--- config.mk ---
export PLATFORM = sky130hd
export DESIGN_NAME = stereo_gray_arbiter
export DESIGN_NICKNAME = d
export VERILOG_FILES = /design/src/rtl/stereo_gray_arbiter.sv
export SDC_FILE = /design/constraint.sdc
export NUM_CORES = 1
export LEC_CHECK = 0
export ABC_AREA = 0
export ABC_CLOCK_PERIOD_IN_PS = 4800
export BUFFER_PORTS_ARGS = -buffer_cell sky130_fd_sc_hd__buf_2
export CORE_MARGIN = 5
export CORE_UTILIZATION = 45
export CTS_CLUSTER_SIZE = 8
export DETAILED_ROUTE_END_ITERATION = 10
export GPL_TIMING_DRIVEN = 0
export PLACE_DENSITY = 0.7
export SETUP_SLACK_MARGIN = 0.4
export SYNTH_ARGS = -nofsm -noshare
export SYNTH_HDL_FRONTEND = slang
export SYNTH_SLANG_ARGS = --single-unit
export TNS_END_PERCENT = 1
--- constraint.sdc ---
create_clock -name clk -period 4.8 [get_ports clk]
set_input_delay 0.96 -clock clk [delete_from_list [all_inputs] [get_ports clk]]
set_output_delay 0.96 -clock clk [all_outputs]
set_load 0.02 [all_outputs]
--- src/rtl/stereo_gray_arbiter.sv ---
// stereo_gray_arbiter
//   Shares one RGB->gray converter between the left and right camera streams.
//   Each stream is buffered in its own FIFO. At most one pixel per cycle is
//   issued to the converter, round-robin between the two FIFOs. A side tag
//   travels alongside each issued pixel so that the returned gray value is
//   routed to the matching output.
//
//   Optional feature macro: GRAY_ARB_STATS_EN adds drop and busy counters.
//
// Ports
//   clk, rst_n                       clock, async active-low reset
//   i_L_Red/Green/Blue, i_L_DVAL     left pixel in
//   i_R_Red/Green/Blue, i_R_DVAL     right pixel in
//   o_Red/Green/Blue, o_DVAL         pixel to converter (registered)
//   i_gray, i_gray_DVAL              converter result
//   o_L_gray/o_L_DVAL, o_R_gray/o_R_DVAL  routed gray results (registered)
//   o_ovf[1:0]                       sticky FIFO overflow {right, left}
//   o_sync_err                       sticky: result valid disagrees with tag
//   o_L_drop_cnt, o_R_drop_cnt       (stats) saturating drop counters
//   o_busy_cnt                       (stats) wrapping count of issue cycles
module stereo_gray_arbiter #(
  parameter int FIFO_DEPTH = 8,
  parameter int CONV_LAT   = 2
) (
  input  logic        clk,
  input  logic        rst_n,
  input  logic [7:0]  i_L_Red,
  input  logic [7:0]  i_L_Green,
  input  logic [7:0]  i_L_Blue,
  input  logic        i_L_DVAL,
  input  logic [7:0]  i_R_Red,
  input  logic [7:0]  i_R_Green,
  input  logic [7:0]  i_R_Blue,
  input  logic        i_R_DVAL,
  output logic [7:0]  o_Red,
  output logic [7:0]  o_Green,
  output logic [7:0]  o_Blue,
  output logic        o_DVAL,
  input  logic [7:0]  i_gray,
  input  logic        i_gray_DVAL,
  output logic [7:0]  o_L_gray,
  output logic [7:0]  o_R_gray,
  output logic        o_L_DVAL,
  output logic        o_R_DVAL,
  output logic [1:0]  o_ovf,
  output logic        o_sync_err
`ifdef GRAY_ARB_STATS_EN
  ,
  output logic [15:0] o_L_drop_cnt,
  output logic [15:0] o_R_drop_cnt,
  output logic [31:0] o_busy_cnt
`endif
);

  localparam int          AW      = $clog2(FIFO_DEPTH);
  localparam logic [AW:0] PTR_ONE = (AW + 1)'(1);
  localparam logic        SIDE_L  = 1'b0;
  localparam logic        SIDE_R  = 1'b1;

  logic [23:0]         mem_l [FIFO_DEPTH];
  logic [23:0]         mem_r [FIFO_DEPTH];
  logic [AW:0]         wp_l, rp_l, wp_r, rp_r;
  logic                empty_l, empty_r, full_l, full_r;
  logic                gnt_v, gnt_side;
  logic                pop_l, pop_r, push_l, push_r, drop_l, drop_r;
  logic                last_grant, issue_side;
  logic [23:0]         head;
  logic [CONV_LAT-1:0] tag_v, tag_s;
  logic                tag_hit;

  // Extra pointer MSB distinguishes full from empty.
  assign empty_l = (wp_l == rp_l);
  assign empty_r = (wp_r == rp_r);
  assign full_l  = (wp_l[AW] != rp_l[AW]) && (wp_l[AW-1:0] == rp_l[AW-1:0]);
  assign full_r  = (wp_r[AW] != rp_r[AW]) && (wp_r[AW-1:0] == rp_r[AW-1:0]);

  always_comb begin
    gnt_v    = !empty_l || !empty_r;
    gnt_side = SIDE_L;
    if (!empty_l && !empty_r) gnt_side = ~last_grant;
    else if (empty_l)         gnt_side = SIDE_R;
  end

  assign pop_l  = gnt_v && (gnt_side == SIDE_L);
  assign pop_r  = gnt_v && (gnt_side == SIDE_R);
  // A pop in the same cycle frees a slot, so a push into a full FIFO still lands.
  assign push_l = i_L_DVAL && (!full_l || pop_l);
  assign push_r = i_R_DVAL && (!full_r || pop_r);
  assign drop_l = i_L_DVAL && full_l && !pop_l;
  assign drop_r = i_R_DVAL && full_r && !pop_r;
  assign head   = (gnt_side == SIDE_R) ? mem_r[rp_r[AW-1:0]] : mem_l[rp_l[AW-1:0]];

  // The tag pipe is fed from the registered issue, so its last stage lines up
  // with the converter result CONV_LAT cycles after o_DVAL.
  assign tag_hit = i_gray_DVAL && tag_v[CONV_LAT-1];

  always_ff @(posedge clk) begin
    if (push_l) mem_l[wp_l[AW-1:0]] <= {i_L_Red, i_L_Green, i_L_Blue};
    if (push_r) mem_r[wp_r[AW-1:0]] <= {i_R_Red, i_R_Green, i_R_Blue};
  end

  always_ff @(posedge clk or negedge rst_n) begin
    if (!rst_n) begin
      wp_l       <= '0;
      rp_l       <= '0;
      wp_r       <= '0;
      rp_r       <= '0;
      last_grant <= SIDE_R;
      issue_side <= SIDE_L;
      o_Red      <= '0;
      o_Green    <= '0;
      o_Blue     <= '0;
      o_DVAL     <= 1'b0;
      tag_v      <= '0;
      tag_s      <= '0;
      o_L_gray   <= '0;
      o_R_gray   <= '0;
      o_L_DVAL   <= 1'b0;
      o_R_DVAL   <= 1'b0;
      o_ovf      <= '0;
      o_sync_err <= 1'b0;
    end else begin
      if (push_l) wp_l <= wp_l + PTR_ONE;
      if (push_r) wp_r <= wp_r + PTR_ONE;
      if (pop_l)  rp_l <= rp_l + PTR_ONE;
      if (pop_r)  rp_r <= rp_r + PTR_ONE;

      o_DVAL <= gnt_v;
      if (gnt_v) begin
        {o_Red, o_Green, o_Blue} <= head;
        last_grant <= gnt_side;
        issue_side <= gnt_side;
      end

      tag_v[0] <= o_DVAL;
      tag_s[0] <= issue_side;
      for (int i = 1; i < CONV_LAT; i++) begin
        tag_v[i] <= tag_v[i-1];
        tag_s[i] <= tag_s[i-1];
      end

      o_L_DVAL <= tag_hit && (tag_s[CONV_LAT-1] == SIDE_L);
      o_R_DVAL <= tag_hit && (tag_s[CONV_LAT-1] == SIDE_R);
      if (tag_hit && (tag_s[CONV_LAT-1] == SIDE_L)) o_L_gray <= i_gray;
      if (tag_hit && (tag_s[CONV_LAT-1] == SIDE_R)) o_R_gray <= i_gray;

      o_ovf      <= o_ovf | {drop_r, drop_l};
      o_sync_err <= o_sync_err | (i_gray_DVAL != tag_v[CONV_LAT-1]);
    end
  end

`ifdef GRAY_ARB_STATS_EN
  always_ff @(posedge clk or negedge rst_n) begin
    if (!rst_n) begin
      o_L_drop_cnt <= '0;
      o_R_drop_cnt <= '0;
      o_busy_cnt   <= '0;
    end else begin
      if (drop_l && (o_L_drop_cnt != 16'hFFFF)) o_L_drop_cnt <= o_L_drop_cnt + 16'd1;
      if (drop_r && (o_R_drop_cnt != 16'hFFFF)) o_R_drop_cnt <= o_R_drop_cnt + 16'd1;
      if (o_DVAL) o_busy_cnt <= o_busy_cnt + 32'd1;
    end
  end
`endif

endmodule

==> results of run 1 <==
==> state kept, by name, summed over array words and instances (netlist names) <==
register and flops:
mem_l 192, mem_r 192, o_Blue 8, o_Green 8
o_L_gray 8, o_R_gray 8, o_Red 8, rp_l 4
rp_r 4, wp_l 4, wp_r 4, o_ovf 2
tag_s 2, tag_v 2, issue_side 1, last_grant 1
o_DVAL 1, o_L_DVAL 1, o_R_DVAL 1, o_sync_err 1
==> path summary, 6_finish.rpt <==
| check | to | from | cells after the start | slack [ps] |
|---|---|---|---|---|
| setup / recovery | mem_l[2][9]$_DFFE_PP_ | rp_r[1]$_DFFE_PN0P_ | 8 | 1350 |
| hold / removal | tag_v[1]$_DFF_PN0_ | tag_v[0]$_DFF_PN0_ | 0 | 350 |
| setup reg to reg | mem_l[2][9]$_DFFE_PP_ | rp_r[1]$_DFFE_PN0P_ | 8 | 1350 |
| hold reg to reg | tag_v[1]$_DFF_PN0_ | tag_v[0]$_DFF_PN0_ | 0 | 350 |
| max in group asynchronous | o_Green[4]$_DFFE_PN0P_ | rst_n | 1 | 3700 |
| min in group asynchronous | o_R_gray[2]$_DFFE_PN0P_ | rst_n | 1 | 530 |
==> kinds of logic (layout without fill, tap and decap cells) <==
kind of cell | Yosys count | count (layout) | synth area share (%)
DFF | 452 | 452 | 76.0
muxes | 164 | 164 | 16.7
and+or+nand+nor | 60 | 60 | 2.14
buffers and inverters | 57 | 313 | 1.56
AOI/OAI and AO/OA | 36 | 36 | 2.14
xor gates and xnor gates | 22 | 22 | 1.15
adders and majority gates | 5 | 5 | 0.359
other | 0 | 1 | 0
==> per-stage QoR <==
stage	setup WS [ps]	total power [uW]	setup TNS [ps]	std cells
after global routing	1150	14900	0	1571
final	1350	14200	0	1571
after CTS	1310	14400	0	1570
after detailed placement	1380	10100	0	1469
after global placement	-2470	9870	-627850	1420
after floorplan	366	8550	0	796
==> worst reg2reg max path: cells and delay by family (launching register included) <==
| family | cells | cell delay [ps] |
|---|---|---|
| and+or+nand+nor | 2 | 1360 |
| buffers and inverters | 4 | 1030 |
| xor gates and xnor gates | 1 | 180 |
| DFF | 1 | 340 |
| AOI/OAI and AO/OA | 1 | 240 |
==> report_power, final <==
| group | internal, uW | total (uW) | leakage (uW) | switching (uW) |
|---|---|---|---|---|
| clock | 2590 | 4220 | 0.000918 | 1630 |
| combinational | 2030 | 4590 | 0.00216 | 2570 |
| sequential | 5110 | 5410 | 0.00428 | 298 |
| total | 9730 | 14200 | 0.00736 | 4490 |
==> routing by layer <==
metal	vias up	part of all wire (%)	global-route usage, %
met5	-	0.035	0
met4	2	1.5	4.41
met3	47	7.0	4.51
met2	273	49	28.1
met1	4590	43	24.9
li1	3774	-	-
==> area by class of cell <==
type	instances	area [um^2]	share of cell area, %
inverter	9	33.8	0.161
antenna	1	2.50	0.0119
tap	518	648	3.08
multi-input combinational	287	4000	19.0
buffer	48	238	1.13
sequential	452	13200	63.0
clock buffer	94	1790	8.51
clock inverter	7	116	0.554
timing repair buffer	155	950	4.52
==> cell usage in the layout, fill, tap and decap left out, drive strengths merged <==
cell type,synthesis,routed
mux2i,24,24
nor4b,4,4
nand3,2,2
clkinv,0,3
and2,1,1
nor2b,1,1
a41o,1,1
o311ai,4,4
clkbuf,19,113
inv,9,13
diode,0,1
nor3b,2,2
o31ai,2,2
or2,1,1
or4,2,2
nor2,4,4
dfstp,1,1
dfrtp,67,67
buf,29,184
a221o,24,24
mux2,44,44
xnor2,8,8
nor3,30,30
xor2,14,14
mux4,96,96
a21o,3,3
ha,5,5
o41a,2,2
nand2,3,3
nor4,10,10
edfxtp,384,384
==> impl_metrics.ini, run 1 <==
[final_layout]
layout.nets = 1085
final_layout_size_suffix_gt1_share_pct = 40.0
syn_to_final_growth_pct = 20.6
fin_util_pct = 54.6
final_area_um2 = 21000
fill_cells = 2894

[placed_design]
place_hpwl_mm = 25.0
gp_congestion = 0.769
dpl-instance-area_um2 = 19100
portBuffers = 106

[detailed_routing]
drt-pass1-iter-count = 5
drc = 0
viasPerCell = 5.53
wl_per_cell_um = 23.7
drtIter0Drc = 783
routed_wl_mm = 37.2
final_antenna_net_count = 0
num_vias = 8686

[synthesis]
synth_top_area_share_pct = 66.2
yosysTopAreaCell = edfxtp_1
syn-num-nets = 862
syn-mean-instance-area_um2 = 21.9
async_reset_ff_share_pct = 15.0
synth_edf_count = 384
synth_commonest_cells = edfxtp_1, mux4_2, dfrtp_1
yosysWarnings = 0
synth_seq_cells = 452
ys_types = 37
synth_flop_cell = edfxtp_1
seq_area_frac_synth_pct = 76.0
synthTopCellsByArea = edfxtp_1, mux4_2, dfrtp_1, mux2_2, a221o_1
yosysMostFrequentCell = edfxtp_1
synthesis.area_um2 = 17400
syn_inst = 796

[timing]
max-slew-margin-rel_pct = 12.8
hold_slack_ps = 352
rsz0062_at_grt = no
finalSetupViolations = 0
fin_crit_sh_pct = 71.9
maxSlewViolCount = 0
worstMarginPinSlew_ps = 1310
finClkSkew_ps = 16.0
maxClockFrequency_ghz = 0.290
min_period_ps = 3450
hold_viol = 0

[setup_path]
endpoint_kind = flip-flop
crit_slowest_cell = nor4b_2
critical-path-top-delay-family = simple AND/OR/NAND/NOR gates
crit_chain = clkbuf_1, xor2_2, nor4_4, o31ai_4, nor4b_2, buf_4, buf_4, buf_4
path_max_fanout = 9
startpoint_type = flip-flop
cpPeakStageDelay_ps = 750
crit_required_ps = 5060
worstPathBufferInverterCount = 4
crit_type = flip-flop to flip-flop
cp_common_cell = buf_4
worst_ep_arrival_time_ps = 3710

[clock_tree]
cts_setup_buffers = 0
clock_latency_ps = 570
clkSlewWorstSetupHoldPaths_ps = 50
cts_max_path_buffers = 3
cts_made_buffers = 66
clkSinkCount = 452
cts_hold_buf = 0
cts_tree = done
cts_root_buffer = clkbuf_16
cts_resized = 0
cts.htree.levels = 3

[global_routing]
antenna_found_initial = 2
grt_max_degree = 69
grt_use_total_pct = 17.7
first_global_vias = 9188
grt_pass1_wl_mm = 56.6
grt_overflow_total = 0

[floorplan]
die_x_um = 207
core_area_um2 = 38500
core.rowCount = 72
fp.dieH_um = 207
num_io_pins = 107
start_util_pct = 45.3
die_area_um2 = 42700

[power_and_ir_drop]
p_per_area_nw_per_um2 = 677
peakVddDrop_mv = 0.350
p_leak_uw = 0.00736

[min_path]
hp-class = flip-flop to flip-flop

[job]
drv_cap = 0

[status]
outcome = finished clean
No activity file was read; power rests on OpenSTA's default activity.
==> run 2, diff against run 1 <==
--- a/config.mk
+++ b/config.mk
@@ -5,15 +5,15 @@
 export SDC_FILE = /design/constraint.sdc
 export NUM_CORES = 1
 export LEC_CHECK = 0
-export ABC_AREA = 0
-export ABC_CLOCK_PERIOD_IN_PS = 4800
+export ABC_AREA = 1
+export ABC_CLOCK_PERIOD_IN_PS = 3000
 export BUFFER_PORTS_ARGS = -buffer_cell sky130_fd_sc_hd__buf_2
 export CORE_MARGIN = 5
 export CORE_UTILIZATION = 45
 export CTS_CLUSTER_SIZE = 8
 export DETAILED_ROUTE_END_ITERATION = 10
 export GPL_TIMING_DRIVEN = 0
-export PLACE_DENSITY = 0.7
+export PLACE_DENSITY = 0.72
 export SETUP_SLACK_MARGIN = 0.4
 export SYNTH_ARGS = -nofsm -noshare
 export SYNTH_HDL_FRONTEND = slang
==> constraint.sdc (replaced) <==
create_clock -name clk -period 3 [get_ports clk]
set_input_delay 0.6 -clock clk [delete_from_list [all_inputs] [get_ports clk]]
set_output_delay 0.6 -clock clk [all_outputs]
set_load 0.02 [all_outputs]
==> impl_metrics.ini, run 2 <==
[timing]
worstMarginPinSlew_ps = 864
hold_viol = 0
hold_slack_ps = 151
finalSetupViolations = 0
fin_crit_sh_pct = 93.4
min_period_ps = 2800
maxClockFrequency_ghz = 0.357
max-slew-margin-rel_pct = 42.4
maxSlewViolCount = 0
finClkSkew_ps = 18.8
rsz0062_at_grt = yes

[synthesis]
syn-mean-instance-area_um2 = 11.9
synthesis.area_um2 = 17900
seq_area_frac_synth_pct = 74.0
ys_types = 29
synth_top_area_share_pct = 64.5
yosysTopAreaCell = edfxtp_1
synth_flop_cell = edfxtp_1
syn_inst = 1500
synth_commonest_cells = edfxtp_1, nand2_1, nor2_1
synth_edf_count = 384
synthTopCellsByArea = edfxtp_1, dfrtp_1, o21ai_0, nand2_1, nor2_1
async_reset_ff_share_pct = 15.0
synth_seq_cells = 452
yosysMostFrequentCell = edfxtp_1
yosysWarnings = 0
syn-num-nets = 1566

[detailed_routing]
num_vias = 12500
routed_wl_mm = 47.3
viasPerCell = 5.51
drt-pass1-iter-count = 6
wl_per_cell_um = 20.8
drtIter0Drc = 1433
drc = 0
final_antenna_net_count = 0

[power_and_ir_drop]
pwr-share-comb_pct = 35.9
power_switching_uw = 8920
p_per_area_nw_per_um2 = 1090
switching_share_pct = 37.8
p_int_uw = 14700
p_leak_uw = 0.00804
peakVddDrop_mv = 0.568
p_clk_share_pct = 28.4
p_seq_share_pct = 35.7

[clock_tree]
cts_max_path_buffers = 3
cts_root_buffer = clkbuf_16
clkSinkCount = 452
cts.htree.levels = 3
cts_hold_buf = 0
clkSlewWorstSetupHoldPaths_ps = 50
cts_made_buffers = 66
cts_tree = done
clock_latency_ps = 560

[setup_path]
path_max_fanout = 13
worstPathBufferInverterCount = 1
worst_ep_arrival_time_ps = 2990
crit_required_ps = 3190
cpPeakStageDelay_ps = 540
startpoint = wp_l[0]$_DFFE_PN0P_
startpoint_type = flip-flop
crit_type = flip-flop to flip-flop
r2r_start = wp_l[0]$_DFFE_PN0P_
crit_slowest_cell = nor2_4
endpoint_kind = flip-flop
crit_chain = inv_1, nand2_1, nand2_1, nand2_1, nor2_2, o21ai_2, nand2_1, nand2_2, nor2_4
critical-path-top-delay-family = simple AND/OR/NAND/NOR gates
cp_common_cell = nand2_1

[global_routing]
grt_pass1_wl_mm = 70.6
grt_overflow_total = 0
antenna_found_initial = 5
grt_use_total_pct = 20.8
grt_max_degree = 69
first_global_vias = 12200

[placed_design]
portBuffers = 106
gp_congestion = 0.834
place_hpwl_mm = 28.4

[floorplan]
start_util_pct = 45.2
core_area_um2 = 39500
num_io_pins = 107
core.rowCount = 73
die_x_um = 209
die_area_um2 = 43800
fp.dieH_um = 209

[final_layout]
layout.nets = 1784
final_layout_size_suffix_gt1_share_pct = 16.7
syn_to_final_growth_pct = 21.5
layout_common_cells = edfxtp_1, nand2_1, nor2_1
fin_util_pct = 55.0
final_common_cell = edfxtp_1

[status]
outcome = finished clean

[min_path]
hp-class = primary input to async pin

[job]
drv_cap = 0
-- run 2: cell types whose count changed after synthesis, sizes merged, moves of 24 or more --
cell    change
nand3      +39
mux4       -96
nor2      +256
nor3       -27
nand2     +293
mux2i      -24
mux2       -44
a221o      -24
inv        +24
clkbuf     +29
o21ai     +261
o22ai      +48
-- run 2: power groups by stage --
stage | Clock, uW | Sequential (uW) | Combinational, uW
final | 6710 | 8440 | 8480
after floorplan | 0 | 8810 | 4670
after global routing | 7080 | 8520 | 9290
after CTS | 6780 | 8430 | 8170
after detailed placement | 0 | 8540 | 7880
after global placement | 0 | 8540 | 7570
-- run 2: repair_timing --
item	4_1_cts	5_1_grt
pin swaps	16	17
resized for setup	14	2
cloned	11	1
buffers inserted	11	17
setup endpoints to repair	384	372
-- run 2: path summary, 6_finish.rpt --
kind	slack, ps	to	depth (start not counted)
setup / recovery	200	mem_r[3][14]$_DFFE_PP_	9
hold / removal	150	o_R_gray[2]$_DFFE_PN0P_	1
setup reg to reg	200	mem_r[3][14]$_DFFE_PP_	9
hold reg to reg	350	tag_s[1]$_DFF_PN0_	0
max in group asynchronous	2270	o_Green[0]$_DFFE_PN0P_	1
min in group clk	310	o_L_gray[3]$_DFFE_PN0P_	3
-- run 2: logic make-up after synthesis --
group / after synthesis / share of synthesized area (%)
buffers and inverters: 119 / 2.82
AND/OR/NAND/NOR: 602 / 13.2
XOR/XNOR: 11 / 0.539
adder cells (fa/ha/maj): 5 / 0.350
flip-flops: 452 / 74.0
AO/OA/AOI/OAI: 311 / 9.09
-- run 2: final cells by class --
type | instances | area [um^2]
repair buffers | 138 | 1040
inverters | 33 | 126
flip-flops and latches | 452 | 13200
fillers | 3153 | 17800
diodes | 2 | 5.00
clock buffers | 94 | 1820
multi-input cells | 941 | 4430
clock inverters | 3 | 47.5
well taps | 525 | 657
plain buffers | 86 | 378
-- run 2: through the flow --
step	setup WS [ps]	total power (uW)	setup TNS, ps	area (um^2)	std cells
floorplan	250	13500	0	17900	1500
global placement	-880	16100	-286230	19100	2131
detailed placement	-72.8	16400	-1690	19300	2135
CTS	67.1	23400	0	21400	2254
global route	85.6	24900	0	21700	2273
finish	198	23600	0	21700	2274
-- run 2: per-layer routing --
layer | track usage [%] | vias to the layer above | wire length (um)
li1 | - | 5700 | -
met1 | 26.5 | 6014 | 17500
met2 | 34.6 | 679 | 23400
met3 | 5.08 | 134 | 4570
met4 | 8.17 | 8 | 1750
met5 | 0 | - | 33
